==> src/rtl/dmem_arbiter_if.sv <==
// Bus bundle between the two requesters (CPU load/store stage on port 0,
// DMA/test loader on port 1), the dmem_arbiter and the word-wide data memory.
// The master side is the environment (requesters plus memory model),
// the slave side is the arbiter itself.
interface dmem_arbiter_if #(
  parameter int SIZE_WORD = 2
);
  localparam int AW = $clog2(4 * SIZE_WORD);

  // Requester port 0
  logic          req0;
  logic          we0;
  logic [AW-1:0] addr0;
  logic [31:0]   wdata0;
  logic          gnt0;
  logic          ack0;
  logic          err0;
  logic [31:0]   rdata0;

  // Requester port 1
  logic          req1;
  logic          we1;
  logic [AW-1:0] addr1;
  logic [31:0]   wdata1;
  logic          gnt1;
  logic          ack1;
  logic          err1;
  logic [31:0]   rdata1;

  // Memory side
  logic [AW-1:0] mem_addr;
  logic [31:0]   mem_wdata;
  logic          mem_write;
  logic          mem_read;
  logic [31:0]   mem_rdata;

  modport master (
    output req0, we0, addr0, wdata0,
    input  gnt0, ack0, err0, rdata0,
    output req1, we1, addr1, wdata1,
    input  gnt1, ack1, err1, rdata1,
    input  mem_addr, mem_wdata, mem_write, mem_read,
    output mem_rdata
  );

  modport slave (
    input  req0, we0, addr0, wdata0,
    output gnt0, ack0, err0, rdata0,
    input  req1, we1, addr1, wdata1,
    output gnt1, ack1, err1, rdata1,
    output mem_addr, mem_wdata, mem_write, mem_read,
    input  mem_rdata
  );
endinterface

==> src/rtl/dmem_arbiter.sv <==
// Two-port round-robin arbiter and access sequencer for the big-endian,
// word-wide data memory. One request is latched per access; the memory
// controls are held for MEM_LAT cycles, then the winning port receives an
// ack pulse (and, for loads, the captured read word). Misaligned requests
// take a one-cycle error path with no memory activity.
module dmem_arbiter #(
  parameter int SIZE_WORD = 2,
  parameter int MEM_LAT   = 2
) (
  input logic           clk,
  input logic           rst,
  dmem_arbiter_if.slave bus
);

  localparam int AW = $clog2(4 * SIZE_WORD);
  localparam int CW = $clog2(MEM_LAT) + 1;

  localparam logic [CW-1:0] CNT_ZERO = CW'(0);
  localparam logic [CW-1:0] CNT_ONE  = CW'(1);
  localparam logic [CW-1:0] CNT_LAST = CW'(MEM_LAT - 1);

  typedef enum logic [1:0] {
    IDLE = 2'd0,
    BUSY = 2'd1,
    ERR  = 2'd2
  } state_t;

  // Winner on a tie is the port that did not win last time; a lone
  // requester always wins.
  function automatic logic pick_port(input logic r0, input logic r1,
                                     input logic last);
    logic p;
    p = 1'b0;
    case ({r1, r0})
      2'b01:   p = 1'b0;
      2'b10:   p = 1'b1;
      2'b11:   p = ~last;
      default: p = 1'b0;
    endcase
    return p;
  endfunction

  // One-hot pulse vector for a port index, bit 0 = port 0.
  function automatic logic [1:0] port_onehot(input logic port);
    return port ? 2'b10 : 2'b01;
  endfunction

  // Word accesses need the two low byte-address bits clear.
  function automatic logic is_aligned(input logic [AW-1:0] a);
    return (a[1:0] == 2'b00);
  endfunction

  state_t        state_r;
  logic          owner_r;
  logic          last_r;
  logic [CW-1:0] cnt_r;
  logic [AW-1:0] addr_r;
  logic          we_r;
  logic [31:0]   wdata_r;
  logic [1:0]    gnt_r;
  logic [1:0]    ack_r;
  logic [1:0]    err_r;
  logic [31:0]   rdata0_r;
  logic [31:0]   rdata1_r;
  logic          mem_read_r;
  logic          mem_write_r;

  logic          any_req_s;
  logic          sel_s;
  logic [AW-1:0] sel_addr_s;
  logic          sel_we_s;
  logic [31:0]   sel_wdata_s;

  // Request selection: only consulted while IDLE.
  assign any_req_s   = bus.req0 | bus.req1;
  assign sel_s       = pick_port(bus.req0, bus.req1, last_r);
  assign sel_addr_s  = sel_s ? bus.addr1  : bus.addr0;
  assign sel_we_s    = sel_s ? bus.we1    : bus.we0;
  assign sel_wdata_s = sel_s ? bus.wdata1 : bus.wdata0;

  // Sequencer FSM: arbitration, access window timing and all registered outputs.
  always_ff @(posedge clk) begin
    if (rst) begin
      state_r     <= IDLE;
      owner_r     <= 1'b0;
      last_r      <= 1'b1;
      cnt_r       <= CNT_ZERO;
      addr_r      <= {AW{1'b0}};
      we_r        <= 1'b0;
      wdata_r     <= 32'h0000_0000;
      gnt_r       <= 2'b00;
      ack_r       <= 2'b00;
      err_r       <= 2'b00;
      rdata0_r    <= 32'h0000_0000;
      rdata1_r    <= 32'h0000_0000;
      mem_read_r  <= 1'b0;
      mem_write_r <= 1'b0;
    end else begin
      // Handshake outputs are single-cycle pulses unless set below.
      gnt_r <= 2'b00;
      ack_r <= 2'b00;
      err_r <= 2'b00;
      case (state_r)
        IDLE: begin
          if (any_req_s) begin
            owner_r <= sel_s;
            last_r  <= sel_s;
            addr_r  <= sel_addr_s;
            we_r    <= sel_we_s;
            wdata_r <= sel_wdata_s;
            gnt_r   <= port_onehot(sel_s);
            cnt_r   <= CNT_ZERO;
            if (is_aligned(sel_addr_s)) begin
              state_r     <= BUSY;
              mem_read_r  <= ~sel_we_s;
              mem_write_r <= sel_we_s;
            end else begin
              state_r     <= ERR;
              mem_read_r  <= 1'b0;
              mem_write_r <= 1'b0;
            end
          end else begin
            state_r     <= IDLE;
            mem_read_r  <= 1'b0;
            mem_write_r <= 1'b0;
          end
        end
        BUSY: begin
          cnt_r <= cnt_r + CNT_ONE;
          if (cnt_r == CNT_LAST) begin
            // Last cycle of the window: memory data is valid now.
            if (!we_r) begin
              if (owner_r) begin
                rdata1_r <= bus.mem_rdata;
              end else begin
                rdata0_r <= bus.mem_rdata;
              end
            end else begin
              rdata0_r <= rdata0_r;
            end
            state_r     <= IDLE;
            ack_r       <= port_onehot(owner_r);
            mem_read_r  <= 1'b0;
            mem_write_r <= 1'b0;
          end else begin
            state_r <= BUSY;
          end
        end
        ERR: begin
          state_r     <= IDLE;
          ack_r       <= port_onehot(owner_r);
          err_r       <= port_onehot(owner_r);
          mem_read_r  <= 1'b0;
          mem_write_r <= 1'b0;
        end
        default: begin
          state_r     <= IDLE;
          cnt_r       <= CNT_ZERO;
          mem_read_r  <= 1'b0;
          mem_write_r <= 1'b0;
        end
      endcase
    end
  end

  // Memory address/data come straight from the request latches so they
  // hold their last value outside the access window.
  assign bus.mem_addr  = addr_r;
  assign bus.mem_wdata = wdata_r;
  assign bus.mem_read  = mem_read_r;
  assign bus.mem_write = mem_write_r;

  assign bus.gnt0   = gnt_r[0];
  assign bus.gnt1   = gnt_r[1];
  assign bus.ack0   = ack_r[0];
  assign bus.ack1   = ack_r[1];
  assign bus.err0   = err_r[0];
  assign bus.err1   = err_r[1];
  assign bus.rdata0 = rdata0_r;
  assign bus.rdata1 = rdata1_r;

endmodule

==> src/flat_wrapper.sv <==
// flat-port wrapper written by rule: the top's interface ports become plain ports
module dmem_arbiter_flat 
#(
  parameter int SIZE_WORD = 2,
  parameter int MEM_LAT   = 2
)
  (clk, rst, bus_req0, bus_we0, bus_addr0, bus_wdata0, bus_gnt0, bus_ack0, bus_err0, bus_rdata0, bus_req1, bus_we1, bus_addr1, bus_wdata1, bus_gnt1, bus_ack1, bus_err1, bus_rdata1, bus_mem_addr, bus_mem_wdata, bus_mem_write, bus_mem_read, bus_mem_rdata);
  dmem_arbiter_if #(.SIZE_WORD(SIZE_WORD)) bus_i ();
  input logic clk;
  input logic rst;
  input wire logic [$bits(bus_i.req0)-1:0] bus_req0;
  input wire logic [$bits(bus_i.we0)-1:0] bus_we0;
  input wire logic [$bits(bus_i.addr0)-1:0] bus_addr0;
  input wire logic [$bits(bus_i.wdata0)-1:0] bus_wdata0;
  output wire logic [$bits(bus_i.gnt0)-1:0] bus_gnt0;
  output wire logic [$bits(bus_i.ack0)-1:0] bus_ack0;
  output wire logic [$bits(bus_i.err0)-1:0] bus_err0;
  output wire logic [$bits(bus_i.rdata0)-1:0] bus_rdata0;
  input wire logic [$bits(bus_i.req1)-1:0] bus_req1;
  input wire logic [$bits(bus_i.we1)-1:0] bus_we1;
  input wire logic [$bits(bus_i.addr1)-1:0] bus_addr1;
  input wire logic [$bits(bus_i.wdata1)-1:0] bus_wdata1;
  output wire logic [$bits(bus_i.gnt1)-1:0] bus_gnt1;
  output wire logic [$bits(bus_i.ack1)-1:0] bus_ack1;
  output wire logic [$bits(bus_i.err1)-1:0] bus_err1;
  output wire logic [$bits(bus_i.rdata1)-1:0] bus_rdata1;
  output wire logic [$bits(bus_i.mem_addr)-1:0] bus_mem_addr;
  output wire logic [$bits(bus_i.mem_wdata)-1:0] bus_mem_wdata;
  output wire logic [$bits(bus_i.mem_write)-1:0] bus_mem_write;
  output wire logic [$bits(bus_i.mem_read)-1:0] bus_mem_read;
  input wire logic [$bits(bus_i.mem_rdata)-1:0] bus_mem_rdata;
  assign bus_i.req0 = bus_req0;
  assign bus_i.we0 = bus_we0;
  assign bus_i.addr0 = bus_addr0;
  assign bus_i.wdata0 = bus_wdata0;
  assign bus_gnt0 = bus_i.gnt0;
  assign bus_ack0 = bus_i.ack0;
  assign bus_err0 = bus_i.err0;
  assign bus_rdata0 = bus_i.rdata0;
  assign bus_i.req1 = bus_req1;
  assign bus_i.we1 = bus_we1;
  assign bus_i.addr1 = bus_addr1;
  assign bus_i.wdata1 = bus_wdata1;
  assign bus_gnt1 = bus_i.gnt1;
  assign bus_ack1 = bus_i.ack1;
  assign bus_err1 = bus_i.err1;
  assign bus_rdata1 = bus_i.rdata1;
  assign bus_mem_addr = bus_i.mem_addr;
  assign bus_mem_wdata = bus_i.mem_wdata;
  assign bus_mem_write = bus_i.mem_write;
  assign bus_mem_read = bus_i.mem_read;
  assign bus_i.mem_rdata = bus_mem_rdata;
  dmem_arbiter #(.SIZE_WORD(SIZE_WORD), .MEM_LAT(MEM_LAT)) u_core (.clk(clk), .rst(rst), .bus(bus_i));
endmodule
==> config.mk <==
export PLATFORM = sky130hd
export DESIGN_NAME = dmem_arbiter_flat
export DESIGN_NICKNAME = d
export VERILOG_FILES = /design/src/rtl/dmem_arbiter_if.sv /design/src/rtl/dmem_arbiter.sv /design/src/flat_wrapper.sv
export SDC_FILE = /design/constraint.sdc
export NUM_CORES = 1
export LEC_CHECK = 0
export BUFFER_PORTS_ARGS = -buffer_cell sky130_fd_sc_hd__buf_2
export CORE_UTILIZATION = 30
export CTS_CLUSTER_DIAMETER = 30
export DETAILED_ROUTE_END_ITERATION = 12
export SLEW_MARGIN = 20
export SYNTH_ARGS = -nofsm -noshare
export SYNTH_HDL_FRONTEND = slang
export SYNTH_SLANG_ARGS = --single-unit
==> constraint.sdc <==
create_clock -name clk -period 3.2 [get_ports clk]
set_input_delay 0.8 -clock clk [delete_from_list [all_inputs] [get_ports clk]]
set_output_delay 0.8 -clock clk [all_outputs]
set_load 0.02 [all_outputs]
## Yosys cells after proc, flatten, opt, wreduce, memory -nomap -nowiden

Index checks and enable logic that the tools add are counted.
W data, S select, Z words.

- Register bits: 114
- Input port bits: 108
- Output and inout bits: 107
- Word-level logic and storage cells: 59

- Add/sub/neg operators: 1
- Equality and inequality tests: 7
- Mux-type cells: 21
- Bitwise logic cells: 8
- Reductions and logical operators: 8

Operator list:

| cell | number |
|---|---|
| $mux W32 | 1 |
| $mux W2 | 6 |
| $pmux W2 S2 | 2 |
| $reduce_and A4 Y1 | 2 |
| $mux W1 | 7 |
| $not A1 Y1 | 7 |
| $eq A2 B2 Y1 const B | 3 |
| $pmux W1 S2 | 3 |
| $pmux W2 S3 | 1 |
| $eq A2 B1 Y1 const B | 2 |
| $logic_not A2 Y1 | 2 |
| $ne A2 B1 Y1 const B | 2 |
| $reduce_and A2 Y1 | 2 |
| $mux W3 | 1 |
| $reduce_or A3 Y1 | 1 |
| $add A2 B1 Y2 const B | 1 |
| $reduce_or A2 Y1 | 1 |
| $or A1 B1 Y1 | 1 |

## Logic depth before layout (Yosys ltp)

- Word-level depth: 7
- Gate-level depth with buffers: 8
- Mapped depth without buffers: 6

## Worst setup path after synthesis

OpenSTA, ideal clock, no wires.

- Kind: input to register
- Start: input port bus_req1
- End: register u_core.mem_read_r (netlist: u_core.bus.mem_read)
- Setup time: 132 ps
- Arrival time: 1,666 ps
- Required time: 3,068 ps
- Setup slack: 1,402 ps
- Stages on the path: 4
- Buffers on the path: 0
- Cell sequence: a21boi_4 > mux2_2 > a21boi_1 > nor3_1

- Word-level cells in the longest chain between the ends: 7

Ends and longest elaborated chain:

| item | line | source |
|---|---|---|
| from (decl) | flat_wrapper.sv:19 | `input wire logic [$bits(bus_i.req1)-1:0] bus_req1;` |
| $eq A2 B2 Y1 | dmem_arbiter.sv:34 | `case ({r1, r0})` |
| $pmux W1 S2 | dmem_arbiter.sv:34 |  |
| $mux W3 or $mux W1 (tied branches) | dmem_arbiter.sv:77, dmem_arbiter.sv:78 |  |
| $logic_not A2 Y1 or $not A1 Y1 (tied branches) | dmem_arbiter.sv:50, dmem_arbiter.sv:115 |  |
| $mux W1 | dmem_arbiter.sv:113 | `if (is_aligned(sel_addr_s)) begin` |
| $mux W1 * | dmem_arbiter.sv:105 | `if (any_req_s) begin` |
| $pmux W1 S2 * | dmem_arbiter.sv:103 | `case (state_r)` |
| to (signal assigned) | dmem_arbiter.sv:115 | `mem_read_r <= ~sel_we_s;` |
| to (decl) | dmem_arbiter.sv:65 | `logic mem_read_r;` |

Every way passes the cells marked *; elsewhere a longest branch is shown, timed or not.
A chain may end at the register's enable or synchronous reset.

## Worst setup path after layout

- Start: register u_core.state_r[0]
- End: register u_core.wdata_r[26] (netlist: u_core.bus.mem_wdata[26])

- Word-level cells in the longest chain between the ends: 2

Ends and longest elaborated chain:

| item | line | source |
|---|---|---|
| from (decl) | dmem_arbiter.sv:53 | `state_t state_r;` |
| from (signal assigned) | dmem_arbiter.sv:84 | `state_r <= IDLE;` |
| from (signal assigned) | dmem_arbiter.sv:114 | `state_r <= BUSY;` |
| from (signal assigned) | dmem_arbiter.sv:118 | `state_r <= ERR;` |
| $logic_not A2 Y1 | dmem_arbiter.sv:103 |  |
| $reduce_and A2 Y1 (no source line) | n/a |  |
| to (signal assigned) | dmem_arbiter.sv:110 | `wdata_r <= sel_wdata_s;` |
| to (decl) | dmem_arbiter.sv:59 | `logic [31:0] wdata_r;` |

No other way between the ends.

==> impl_metrics.tcl <==
set metrics [dict create \
    cts-root-buf "clkbuf_16" \
    overflow 0 \
    yosysTopAreaCell "dfxtp_1" \
    ys_types 33 \
    critPathArrivalTime_ns 2.40 \
    rows 43 \
    relSlewSlack_pct 50.05 \
    synth_top_area_share_pct 52.08 \
    max_stage_delay_ns 0.64 \
    clkTransAtPathRegs_ns 0.05 \
    grt_pass1_wl_um 18860 \
    final_core_util_pct 44.26 \
    synth_cells 500 \
    grt_use_met3_pct 6.227 \
    die_x_um 122.9 \
    place.gp.congestion 0.7540 \
    max_freq_mhz 475.0 \
    remaining_drc_errors 0 \
    avgViaCountPerCell 4.641 \
    end_kind "register" \
    wl_per_cell_um 13.27 \
    finalMaxSlewViolations 0 \
    diodes 0 \
    syn-num-nets 612 \
    min_period_over_period_pct 65.78 \
    drt_iter0_drc 222 \
    fin_nets 814 \
    multiInputGateArea_mm2 0.001911 \
    rrSetupSlack_ns 1.09 \
    holdPathStages 2 \
    die_y_um 122.9 \
    final_hold_viol_count 0 \
    holdWs_ns 0.4477 \
    final.setup.tns_ns 0 \
    regArea_mm2 0.002282 \
    startpoint_type "register" \
    synth_edf_count 0 \
    async_flop_share_pct 0 \
    ys_seq_area_share_pct 52.08 \
    layout-drive-gt1-share_pct 36.36 \
    grt_usage_pct 16.32 \
    clkSinkCount 114 \
    ioPinCount 215 \
    cts_hold_buf 0 \
    cp_data_required_time_ns 3.50 \
    p_leak_nw 2.803 \
    portBuffers 214 \
    clock_latency_ns 0.40 \
    cp_max_fo 34 \
    worstReg2RegEnd "u_core.bus.mem_wdata[26]" \
    ant_nets 0 \
    rsz0062_at_grt "no" \
    die-area_mm2 0.01509 \
    fin_skew_ns 0.008011 \
    hold_class "register to register" \
    grt_most_used_layer "met2" \
    fin_crit_ns 2.105 \
    worstSetupPathType "register to register" \
    grt_max_degree 71 \
    power_density_mw_per_mm2 647.5 \
    grt_pass1_vias 3969 \
    yosysMostFrequentCell "nand2_1" \
    routed_wirelength_um 11880 \
    met1_usage_pct 19.09 \
    yosysWarnings 0 \
    worstHoldEndpoint "u_core.bus.rdata1[8]" \
    setup_viol 0 \
    htree_levels 4 \
    status "finished clean" \
    synth.area.top_cells "dfxtp_1 (52%), nand2_1 (11%), mux2i_1 (8.5%)" \
    cts_tree "built" \
    numCtsBuffers 17 \
    syn_avg_cell_area_um2 8.763 \
    ff2ff_path_depth 6 \
    worstMarginPinSlew_ns 0.7492 \
    ys.flop_type "dfxtp_1" \
    maxCapViolCount 0 \
    p_total_w 0.004024 \
    clockBufferDepth 2 \
    dr.pass1.iters 4 \
    hp-start "u_core.bus.rdata1[8]" \
    antenna_found_initial 0 \
    crit_chain "inv_1 > ha_1 > nor2b_4 > buf_4 > nor2_1 > a211oi_1" \
    synthTopCellsByCount "nand2_1 (130), dfxtp_1 (114), a21oi_1 (68)" \
    use_met2_pct 27.11 \
    place_hpwl_um 8533 \
    post_cts_buffers 0 \
    rr_startpoint "u_core.state_r[0]" \
    core_mm2 0.01404 \
    dr_total_vias 4154 \
    syn_to_final_growth_pct 41.83 \
    synth_seq_cells 114 \
    crit_slowest_cell "nor2b_4" \
    syn-cell-area_mm2 0.004382 \
    start_util_pct 31.20 \
    cts.repair.resized 0 \
    worst_ir_drop_vdd_mv 0.3358 \
    fillers 1402 \
]
-- where the power goes --
group | internal, W | switching (W) | total [W]
Clock | 0.00138 | 0.000635 | 0.00202
Combinational | 0.000190 | 0.000280 | 0.000470
Sequential | 0.00149 | 0.0000432 | 0.00154
-- sequential cells by signal, summed over array words and instances, names as in the netlist --
register and cells:
u_core.ack_r 2, u_core.bus.mem_addr 3, u_core.bus.mem_read 1, u_core.bus.mem_wdata 32, u_core.bus.mem_write 1, u_core.bus.rdata0 32
u_core.bus.rdata1 32, u_core.cnt_r 2, u_core.err_r 2, u_core.gnt_r 2, u_core.last_r 1, u_core.owner_r 1
u_core.state_r 2, u_core.we_r 1
-- how the worst max path moves through the flow --
stage | end | cells past startpoint | slack [ns] | from
finish | u_core.bus.mem_wdata[26] | 6 | 1.09 | u_core.state_r[0]
global route | u_core.bus.mem_wdata[26] | 6 | 0.89 | u_core.state_r[1]
CTS | u_core.bus.mem_wdata[26] | 6 | 1.08 | u_core.state_r[0]
detailed placement | u_core.bus.mem_wdata[18] | 6 | 0.82 | bus_req0
global placement | u_core.bus.mem_wdata[18] | 6 | 0.90 | bus_req0
floorplan | u_core.bus.mem_read | 4 | 1.40 | bus_req1
-- worst max-delay path: cells and delay by family, from the launching register on --
family / cells / cell delay (ns)
adders and majority gates: 1 / 0.30
DFF: 1 / 0.31
buffers and inverters: 2 / 0.43
and+or+nand+nor: 2 / 0.70
AOI/OAI and AO/OA: 1 / 0.24
-- layer usage --
layer | part of all wire [%] | wire length (um)
met5 | 0 | 0
met4 | 1.1 | 126
met3 | 8.3 | 984
met2 | 47 | 5608
met1 | 43 | 5158
-- kinds of logic (layout without fill, tap and decap cells) --
family | after synthesis | in the layout | synth area share [%]
buffers and inverters | 42 | 257 | 4.797
and+or+nand+nor | 192 | 192 | 17.96
AOI/OAI and AO/OA | 110 | 110 | 15.31
DFF | 114 | 114 | 52.08
muxes | 38 | 38 | 8.709
adders and majority gates | 4 | 4 | 1.142
-- layout make-up --
| class | instances | share of cell area [%] |
|---|---|---|
| clock inverters | 9 | 2.436 |
| repair buffers | 222 | 18.44 |
| multi-input cells | 344 | 30.74 |
| clock buffers | 23 | 7.852 |
| well taps | 180 | 3.624 |
| flip-flops and latches | 114 | 36.72 |
| inverters | 3 | 0.1812 |
-- stage by stage --
step	setup slack, ns	instances	cell area, um^2
5_1_grt	0.8915	895	6215
2_1_floorplan	1.402	500	4382
6_report	1.095	895	6215
3_5_place_dp	0.8171	863	5575
4_1_cts	1.081	895	6215
3_3_place_gp	0.8980	863	5574
-- cell usage in the layout (no fill, tap or decap), types with 2 or more instances in the layout --
cell         n
dfxtp_1    114
nor3b_1      3
buf_4        8
nor3_1       4
nor2_1      42
mux2i_1     37
clkinv_2     3
clkbuf_1     2
bufinv_16    4
buf_2      213
nand2b_1     4
inv_1        3
clkbuf_16   17
nand2_1    130
a21oi_1     68
nand3b_1     2
ha_1         4
clkbuf_8     4
a211oi_1    36
No activity file was read; power rests on OpenSTA's default activity.
